[config.mk]
export PLATFORM = sky130hd
export DESIGN_NAME = pixel_clock_divider
export DESIGN_NICKNAME = d
export VERILOG_FILES = /design/src/rtl/pixel_clock_divider.sv
export SDC_FILE = /design/constraint.sdc
export NUM_CORES = 1
export LEC_CHECK = 0
export BUFFER_PORTS_ARGS = -buffer_cell sky130_fd_sc_hd__buf_2
export CORE_UTILIZATION = 55
export CTS_CLUSTER_SIZE = 14
export DETAILED_ROUTE_END_ITERATION = 6
export PLACE_DENSITY = 0.77
export SYNTH_ARGS = -nofsm -noshare
export SYNTH_HDL_FRONTEND = slang
export SYNTH_SLANG_ARGS = --single-unit
export TNS_END_PERCENT = 30
[constraint.sdc]
create_clock -name CLK -period 3.8 [get_ports CLK]
set_input_delay 0.38 -clock CLK [delete_from_list [all_inputs] [get_ports CLK]]
set_output_delay 0.38 -clock CLK [all_outputs]
set_load 0.01 [all_outputs]
[src/rtl/pixel_clock_divider.sv]
// Runtime-programmable integer clock divider for pixel timing.
// Produces a registered near-50% divided clock (high phase floor(D/2),
// low phase ceil(D/2)), a one-cycle strobe at each period start, and the
// phase count. Divisor and Enable are only acted on while idle or at the
// last cycle of a period, so reprogramming never truncates a period.
module pixel_clock_divider #(
  parameter int DIV_W = 16
) (
  input  logic             CLK,
  input  logic             RESET,
  input  logic             Enable,
  input  logic [DIV_W-1:0] Divisor,
  output logic             ClockOut,
  output logic             ClockStrobe,
  output logic [DIV_W-1:0] Count,
  output logic             Running
);

  typedef enum logic [0:0] {
    ST_IDLE = 1'b0,
    ST_RUN  = 1'b1
  } state_t;

  state_t           r_state;
  logic [DIV_W-1:0] r_count;
  logic [DIV_W-1:0] r_div;
  logic [DIV_W-1:0] r_half;
  logic             r_clk_out;
  logic             r_strobe;

  logic [DIV_W-1:0] w_count_inc;
  logic [DIV_W-1:0] w_last_phase;
  logic             w_last;
  logic             w_start;

  assign w_count_inc  = r_count + 1'b1;
  assign w_last_phase = r_div - 1'b1;
  // Only meaningful while running, where r_div is never zero.
  assign w_last       = (r_count == w_last_phase);
  // A new period may begin only when enabled with a non-zero ratio.
  assign w_start      = Enable && (Divisor != '0);

  // Period sequencer: start/reload at boundaries, otherwise advance phase.
  always_ff @(posedge CLK or negedge RESET) begin
    if (!RESET) begin
      r_state   <= ST_IDLE;
      r_count   <= '0;
      r_div     <= '0;
      r_half    <= '0;
      r_clk_out <= 1'b0;
      r_strobe  <= 1'b0;
    end else begin
      case (r_state)
        ST_IDLE: begin
          if (w_start) begin
            r_state   <= ST_RUN;
            r_div     <= Divisor;
            r_half    <= Divisor >> 1;
            r_count   <= '0;
            r_clk_out <= 1'b1;
            r_strobe  <= 1'b1;
          end else begin
            r_count   <= '0;
            r_clk_out <= 1'b0;
            r_strobe  <= 1'b0;
          end
        end
        ST_RUN: begin
          if (w_last) begin
            if (w_start) begin
              // Back-to-back period; the new ratio takes effect here only.
              r_div     <= Divisor;
              r_half    <= Divisor >> 1;
              r_count   <= '0;
              r_clk_out <= 1'b1;
              r_strobe  <= 1'b1;
            end else begin
              // Stop wins over a simultaneous ratio change: r_div is kept.
              r_state   <= ST_IDLE;
              r_count   <= '0;
              r_clk_out <= 1'b0;
              r_strobe  <= 1'b0;
            end
          end else begin
            r_count   <= w_count_inc;
            r_strobe  <= 1'b0;
            r_clk_out <= (w_count_inc < r_half);
          end
        end
        default: begin
          r_state   <= ST_IDLE;
          r_count   <= '0;
          r_clk_out <= 1'b0;
          r_strobe  <= 1'b0;
        end
      endcase
    end
  end

  assign ClockOut    = r_clk_out;
  assign ClockStrobe = r_strobe;
  assign Count       = r_count;
  assign Running     = (r_state == ST_RUN);

endmodule

==> results_dict.tcl, run 1 <==
set metrics [dict create \
    r2r-start "r_div[2]" \
    critPathRequiredTime_ps 3980 \
    via_count 1970 \
    async_reset_ff_frac 1.00 \
    dp_hpwl_mm 4.07 \
    setup_tns_ps 0 \
    power_leakage_nw 1.38 \
    finalNetCount 323 \
    initial_core_util 0.574 \
    synth-warning-count 0 \
    rows 24 \
    status "complete, no violations" \
    wire_per_inst_um 15.5 \
    grtUsageMet1 0.325 \
    cts_tree "yes" \
    finalInstanceArea_um2 2800 \
    drt_iter0_markers 68 \
    setup.worst_path.end "r_div[2]" \
    fin_crit_ps 3160 \
    fin_skew_ps 7.19 \
    tightestPinTransition_ps 753 \
    gp_congestion 0.907 \
    track_usage 0.237 \
    max_freq_mhz 316 \
    die_y_um 69.7 \
    finalWirelength_mm 5.28 \
    synth-seq-cells 35 \
    path_clk_slew_ps 80 \
    crit_start "r_div[2]" \
    postCtsSetupBuffers 0 \
    grt.met3_usage 0.0538 \
    drv_slew 0 \
    synth_cell_type_count 52 \
    cts_resized 0 \
    io_pins 38 \
    arrival_ps 3350 \
    synthFlopType "dfrtp_1" \
    start_kind "flop" \
    drive_gt1_frac 0.242 \
    postPlaceCellArea_um2 2710 \
    design.core.area_um2 4380 \
    finalSetupViolations 0 \
    cts_root_buf "clkbuf_8" \
    grt_max_degree 36 \
    htreeDepth 2 \
    max-vdd-ir-drop_v 0.000174 \
    vias_per_cell 5.78 \
    hold_viol_final 0 \
    die_area_um2 4850 \
    clockBufferDepth 2 \
    grt_util_met2 0.370 \
    clk_latency_ps 300 \
    syn-instance-count 255 \
    antenna_found_initial 0 \
    avgSynthCellArea_um2 9.87 \
    area_growth_pct 11.1 \
    drtAntennaViolNets 0 \
    fp.dieW_um 69.7 \
    worstReg2RegEnd "r_div[2]" \
    syn_area_um2 2520 \
    clock-sinks 35 \
    critPathKind "flop to flop" \
    holdBufCountCts 0 \
    synth-edff-count 0 \
    drt-pass1-iter-count 4 \
    overflow 0 \
    fin_util 0.638 \
    grt_pass1_wl_mm 8.88 \
    max_slew_margin 0.498 \
    rsz0062_at_grt "no" \
    final_common_cell "buf_2" \
    power_density_nw_per_um2 240 \
    end_kind "flop" \
    rr_worst_depth 7 \
    max_cap_viol_count 0 \
    final.period_utilization 0.832 \
    grt_pass1_vias 1825 \
    syn-num-nets 290 \
    layout_common_cells "37 x buf_2, 35 x dfrtp_1, 21 x inv_1, 16 x xnor2_1, 16 x ha_1" \
    hp-class "input pin to asynchronous set/reset pin" \
    drc_errors 0 \
    hold_slack_ps 143 \
    r2r_slack_ps 640 \
    seq_area_frac_synth 0.348 \
    top_usage_layer "met2" \
    numCtsBuffers 5 \
    antenna_cells 0 \
    port_buffers 37 \
    crit_fanout 18 \
]
[kinds of logic after synthesis]
logic type | after synthesis | synth area share
compound gates | 32 | 0.106
simple gates | 91 | 0.214
flops | 35 | 0.348
fa+ha+maj | 16 | 0.0795
mux | 17 | 0.0875
xor+xnor | 31 | 0.108
buf+inv | 33 | 0.0577
[worst max-delay path, stage by stage (launching register included)]
cell and delay (ps):
dfrtp_1 480, or4_4 580, nor4_4 340, nor3_1 100, o41ai_2 430, a2111oi_4 150, o21ai_4 550, mux2_2 410
[report_power, final]
group          internal, mW  switching, mW  total [mW]  leakage, nW
logic               0.00760         0.0126      0.0202        0.873
registers             0.372              0       0.372        0.469
clock network         0.128          0.151       0.278       0.0402
[layout make-up]
class                   instances  area [um2]
repair buffers                 38         193
flip-flops and latches         35         876
fillers                       386        1590
clock inverters                 3        20.0
clock buffers                   5        68.8
inverters                      21        78.8
multi-input cells             187        1500
well taps                      52        65.1
[through the flow]
step	setup slack (ps)	std cells	power, mW
global placement	739	333	0.400
finish	638	341	0.671
floorplan	951	255	0.382
global route	416	341	0.697
detailed placement	645	333	0.401
CTS	624	341	0.675
[registers in the layout, summed over array words and instances, names as in the netlist]
register / cells
Running: 1
r_div: 16
ClockStrobe: 1
Count: 16
ClockOut: 1
[layer usage]
| layer | vias up | routed length (um) |
|---|---|---|
| met4 | 0 | 79 |
| met3 | 9 | 221 |
| met1 | 939 | 2550 |
| li1 | 974 | - |
| met2 | 48 | 2430 |
| met5 | - | 0 |
[worst min-delay path by stage]
| stage | from | to | slack (ps) |
|---|---|---|---|
| after floorplan | RESET | ClockOut | 80 |
| after global placement | RESET | Count[12] | 490 |
| after detailed placement | RESET | Count[12] | 500 |
| after CTS | RESET | Count[7] | 180 |
| after global routing | RESET | Count[7] | 220 |
| final | RESET | Count[7] | 140 |
[Yosys cell counts, types with 5 or more instances]
| master | instances | area, um2 |
|---|---|---|
| dfrtp_1 | 35 | 876 |
| inv_1 | 21 | 78.8 |
| ha_1 | 16 | 200 |
| xnor2_1 | 16 | 140 |
| xor2_1 | 15 | 131 |
| nor2_1 | 14 | 52.6 |
| nor2b_1 | 14 | 87.6 |
| nand2_1 | 10 | 37.5 |
| nand3_1 | 10 | 50.1 |
| nor3_1 | 10 | 50.1 |
| mux2_2 | 8 | 90.1 |
| mux2_4 | 8 | 120 |
| nand4_1 | 8 | 50.1 |
| clkbuf_1 | 7 | 26.3 |
| a21oi_1 | 5 | 25.0 |
No activity file was read; power rests on OpenSTA's default activity.
==> run 2, diff against run 1 <==
--- a/config.mk
+++ b/config.mk
@@ -6,7 +6,7 @@
 export NUM_CORES = 1
 export LEC_CHECK = 0
 export BUFFER_PORTS_ARGS = -buffer_cell sky130_fd_sc_hd__buf_2
-export CORE_UTILIZATION = 55
+export CORE_UTILIZATION = 52
 export CTS_CLUSTER_SIZE = 14
 export DETAILED_ROUTE_END_ITERATION = 6
 export PLACE_DENSITY = 0.77
==> constraint.sdc (replaced) <==
create_clock -name CLK -period 2.7 [get_ports CLK]
set_input_delay 0.27 -clock CLK [delete_from_list [all_inputs] [get_ports CLK]]
set_output_delay 0.27 -clock CLK [all_outputs]
set_load 0.01 [all_outputs]
==> run 2 against run 1 <==
Compared with the run above: the flow now finishes with violations (negative setup slack); final area rose by 11%; clock power is 80% higher; register-to-register slack worse by 700 ps; sequential cell count unchanged; sequential power grew 41%; hold slack worse by 97 ps; combinational power grew 43%; worst setup slack worse by 700 ps; critical endpoint is now r_div[13]; largest power group unchanged.
==> results_dict.tcl, run 2 (same netlist as run 1, synthesis figures left out) <==
set metrics [dict create \
    wire_per_inst_um 15.4 \
    rsz0062_at_grt "yes" \
    drv_slew 0 \
    clockPowerShare 0.475 \
    critPathRequiredTime_ps 2880 \
    crit_family "simple AND/OR/NAND/NOR gates" \
    tightestPinTransition_ps 762 \
    end_kind "flop" \
    drc_errors 0 \
    p_seq_frac 0.498 \
    clock-sinks 35 \
    grt_max_degree 36 \
    critPathKind "flop to flop" \
    drt-pass1-iter-count 4 \
    antenna_cells 0 \
    vias_per_cell 5.76 \
    slowest_stage "or4_4" \
    hold_slack_ps 45.6 \
    grt.met3_usage 0.0464 \
    max_cap_viol_count 0 \
    port_buffers 37 \
    holdBufCountCts 0 \
    fin_skew_ps 6.87 \
    violations "negative setup slack" \
    htreeDepth 2 \
    max_freq_mhz 362 \
    numCtsBuffers 5 \
    r2r-start "r_div[3]" \
    grtUsageMet1 0.333 \
    area_growth_pct 23.4 \
    io_pins 38 \
    start_kind "flop" \
    worstPathCellList "or4_4 -> nor4_4 -> and4_1 -> o41ai_2 -> a2111oi_4 -> o21ai_4 -> buf_12 -> mux2_4" \
    cp_num_buf_inv 1 \
    design.core.area_um2 4500 \
    max_slew_margin 0.492 \
    path_clk_slew_ps 80 \
    cp.depth 8 \
    grt_pass1_vias 2072 \
    final_cells 372 \
    p_comb_frac 0.027 \
    layout_common_cells "37 x buf_2, 35 x dfrtp_1, 30 x buf_4, 21 x inv_1, 16 x xnor2_1" \
    grt_pass1_wl_mm 9.77 \
    die_area_um2 5120 \
    clockBufferDepth 2 \
    hp-class "input pin to asynchronous set/reset pin" \
    critPathMaxStageDelay_ps 550 \
    layout_setup_ws_ps -62.9 \
    crit_start "r_div[3]" \
    initial_core_util 0.559 \
    max-vdd-ir-drop_v 0.000334 \
    status "finished with violations" \
    gp_congestion 0.925 \
    arrival_ps 2940 \
    fp.dieW_um 71.6 \
    finalWirelength_mm 5.71 \
    final.period_utilization 1.02 \
    power_density_nw_per_um2 339 \
    drt_iter0_markers 130 \
    final_common_cell "buf_2" \
    overflow 0 \
    antenna_found_initial 0 \
    drive_gt1_frac 0.331 \
    rows 24 \
    cts_root_buf "clkbuf_8" \
    setup.worst_path.end "r_div[13]" \
    crit_fanout 10 \
    rr_worst_depth 8 \
    die_y_um 71.6 \
    cts_tree "yes" \
    dp_hpwl_mm 4.41 \
    finalNetCount 354 \
    internal-power_mw 0.838 \
    grt_util_met2 0.400 \
    worstReg2RegEnd "r_div[13]" \
    finalSetupViolations 16 \
    via_count 2143 \
    p_sw_mw 0.215 \
    r2r_slack_ps -60 \
    power_leakage_nw 1.58 \
    dp_cells 363 \
    swShare 0.204 \
    track_usage 0.247 \
    clk_latency_ps 290 \
    hold_viol_final 0 \
    drtAntennaViolNets 0 \
    top_usage_layer "met2" \
    fin_crit_ps 2760 \
]
## run 2: changes by cell type in the layout (fill, tap and decap cells not counted), sizes merged
cell | before | now
buf | 38 | 69
bufinv | 0 | 1
clkbuf | 5 | 6
clkinvlp | 2 | 0
inv | 21 | 22
clkinv | 1 | 0
## run 2: worst min path at each step
stage | start | endpoint | cells after the start
3_3_place_gp | RESET | r_div[4] | 1
2_1_floorplan | RESET | ClockOut | 0
6_report | RESET | r_div[4] | 1
4_1_cts | RESET | r_div[4] | 1
5_1_grt | RESET | r_div[1] | 1
3_5_place_dp | RESET | r_div[4] | 1
## run 2: per-layer routing
layer / up-vias / wire (um) / share of wire
met2: 70 / 2670 / 0.47
li1: 1035 / - / -
met4: 0 / 110 / 0.019
met5: - / 0 / 0
met3: 12 / 216 / 0.038
met1: 1026 / 2720 / 0.48
## run 2: per-stage QoR
stage | cell area [um2] | total power, mW | setup WS (ps) | TNS (ps) | utilization
2_1_floorplan | 2530 | 0.537 | -144 | -1200 | -
3_3_place_gp | 2950 | 0.563 | 4.00 | 0 | 0.655
3_5_place_dp | 2950 | 0.564 | -71.1 | -803 | 0.655
4_1_cts | 3090 | 1.06 | -66.5 | -907 | 0.685
5_1_grt | 3110 | 1.08 | -155 | -3280 | 0.690
6_report | 3110 | 1.05 | -62.9 | -880 | 0.690
## run 2: power by group through the flow
stage	sequential [mW]	combinational [mW]	clock (mW)
finish	0.524	0.0288	0.500
global route	0.524	0.0330	0.527
CTS	0.524	0.0301	0.505
detailed placement	0.534	0.0301	0
global placement	0.534	0.0289	0
floorplan	0.534	0.00274	0
## run 2: repair_timing
action | 4_1_cts | 5_1_grt
setup endpoints to repair | 16 | 34
pin swaps | 3 | 1
gates resized for setup | 3 | 5
endpoints found under the hold margin | 0 | 0
buffers inserted | 0 | 1
## run 2: layout make-up
cell class | count | area (um2)
Clock buffer | 6 | 82.6
Clock inverter | 2 | 38.8
Inverter | 21 | 78.8
Fill cell | 345 | 1400
Multi-Input combinational cell | 187 | 1520
Timing Repair Buffer | 69 | 442
Sequential cell | 35 | 876
Tap cell | 52 | 65.1
==> run 3, diff against run 2 <==
--- a/config.mk
+++ b/config.mk
@@ -6,10 +6,11 @@
 export NUM_CORES = 1
 export LEC_CHECK = 0
 export BUFFER_PORTS_ARGS = -buffer_cell sky130_fd_sc_hd__buf_2
-export CORE_UTILIZATION = 52
+export CORE_UTILIZATION = 53
+export CTS_BUF_LIST = sky130_fd_sc_hd__clkbuf_8
 export CTS_CLUSTER_SIZE = 14
 export DETAILED_ROUTE_END_ITERATION = 6
-export PLACE_DENSITY = 0.77
+export PLACE_DENSITY = 0.78
 export SYNTH_ARGS = -nofsm -noshare
 export SYNTH_HDL_FRONTEND = slang
 export SYNTH_SLANG_ARGS = --single-unit
==> run 3 against run 2 <==
Compared with the run above: the run still ends with negative setup slack left; critical path type unchanged; critical endpoint is now r_div[3]; register-to-register slack got worse by 40 ps; sequential share of layout area rose by 0.26 points; highest routed layer unchanged; sequential power barely moved.
==> results_dict.tcl, run 3 (same netlist as run 1, synthesis figures left out) <==
set metrics [dict create \
    vias_per_cell 5.83 \
    finalNetCount 355 \
    fp.dieW_um 70.9 \
    antenna_cells 0 \
    track_usage 0.259 \
    cts_tree "yes" \
    hp-class "input pin to asynchronous set/reset pin" \
    max_slew_margin 0.474 \
    setup_tns_ps -1170 \
    finalPower_mw 0.923 \
    fin_crit_ps 2800 \
    gp_congestion 0.926 \
    overflow 0 \
    antenna_found_initial 0 \
    grt_max_degree 36 \
    critPathKind "flop to flop" \
    max-vdd-ir-drop_v 0.000279 \
    holdBufCountCts 0 \
    final_common_cell "buf_2" \
    rsz0062_at_grt "yes" \
    rows 24 \
    fin_skew_ps 5.00 \
    crit_start "r_div[7]" \
    die_area_um2 5030 \
    multi_input_area_um2 1520 \
    numCtsBuffers 5 \
    area_growth_pct 22.3 \
    path_clk_slew_ps 70 \
    via_count 2173 \
    end_kind "flop" \
    layout_common_cells "37 x buf_2, 35 x dfrtp_1, 30 x buf_4, 23 x inv_1" \
    clockBufferDepth 2 \
    crit_fanout 8 \
    critPathRequiredTime_ps 2880 \
    drt-pass1-iter-count 6 \
    status "finished with violations" \
    drtAntennaViolNets 0 \
    drive_gt1_frac 0.327 \
    htreeDepth 2 \
    fill_cells 334 \
    grt.met3_usage 0.0484 \
    grt_pass1_wl_mm 10.0 \
    drt_iter0_markers 100 \
    drc_errors 0 \
    grt_util_met2 0.432 \
    violations "negative setup slack" \
    arrival_ps 2980 \
    r2r-start "r_div[7]" \
    drv_slew 0 \
    design.core.area_um2 4470 \
    finalWirelength_mm 6.00 \
    clk_latency_ps 290 \
    regArea_um2 876 \
    start_kind "flop" \
    dp_hpwl_mm 4.72 \
    port_buffers 37 \
    cts_root_buf "clkbuf_8" \
    tightestPinTransition_ps 788 \
    io_pins 38 \
    top_usage_layer "met2" \
    power_density_nw_per_um2 300 \
    fin_util 0.688 \
    grtUsageMet1 0.334 \
    final.period_utilization 1.04 \
    layout_setup_ws_ps -101 \
    grt_pass1_vias 2131 \
    finalSetupViolations 16 \
    die_y_um 70.9 \
    max_cap_viol_count 0 \
    hold_viol_final 0 \
    wire_per_inst_um 16.1 \
    power_leakage_nw 1.57 \
    initial_core_util 0.563 \
    clock-sinks 35 \
    max_freq_mhz 357 \
]
==> run 3: worst max-delay path, cell delays in order, from the launching register on <==
cell	delay (ps)
dfrtp_1	380
or4_4	550
nor4_4	360
nor3_2	80
o41ai_2	450
a2111oi_4	160
o21ai_4	200
buf_6	160
mux2_2	340
==> run 3: through the flow <==
stage / instances / hold WS [ps] / cell area, um2 / setup WS [ps]
after floorplan: 255 / -25.6 / 2530 / -144
after global placement: 362 / 381 / 2940 / 6.82
after detailed placement: 362 / 395 / 2940 / -137
after CTS: 371 / 79.9 / 3050 / -94.3
after global routing: 373 / 121 / 3080 / -189
final: 373 / 52.3 / 3080 / -101
==> run 3: power by group <==
group / switching [mW] / internal (mW) / total, mW
clock network: 0.197 / 0.174 / 0.370
registers: 0 / 0.524 / 0.524
logic: 0.0184 / 0.0107 / 0.0291
==> run 3: final timing paths <==
kind / slack, ps / to / cells after the start
min: 50 / Count[3] / 1
max in group asynchronous: 2150 / r_div[7] / 1
min reg2reg: 570 / Count[0] / 2
min in group CLK: 200 / Running / 3
max: -100 / r_div[3] / 8
max reg2reg: -100 / r_div[3] / 8
==> run 3: layer usage <==
layer | vias up | part of all wire
met5 | - | 0
met2 | 74 | 0.49
met1 | 1045 | 0.43
met3 | 10 | 0.054
met4 | 0 | 0.021
li1 | 1044 | -
==> run 3: repair_timing <==
action | CTS | global route
pin swaps | 1 | 2
buffers inserted | 1 | 2
endpoints found under the setup margin | 17 | 34
gates cloned | 0 | 0
gates resized for setup | 4 | 4
==> run 3: area by class of cell <==
cell class,instances,share of cell area
clock buffers,5,0.0224
inverters,21,0.0256
repair buffers,70,0.147
flip-flops and latches,35,0.285
clock inverters,3,0.00407
well taps,52,0.0211
multi-input cells,187,0.495
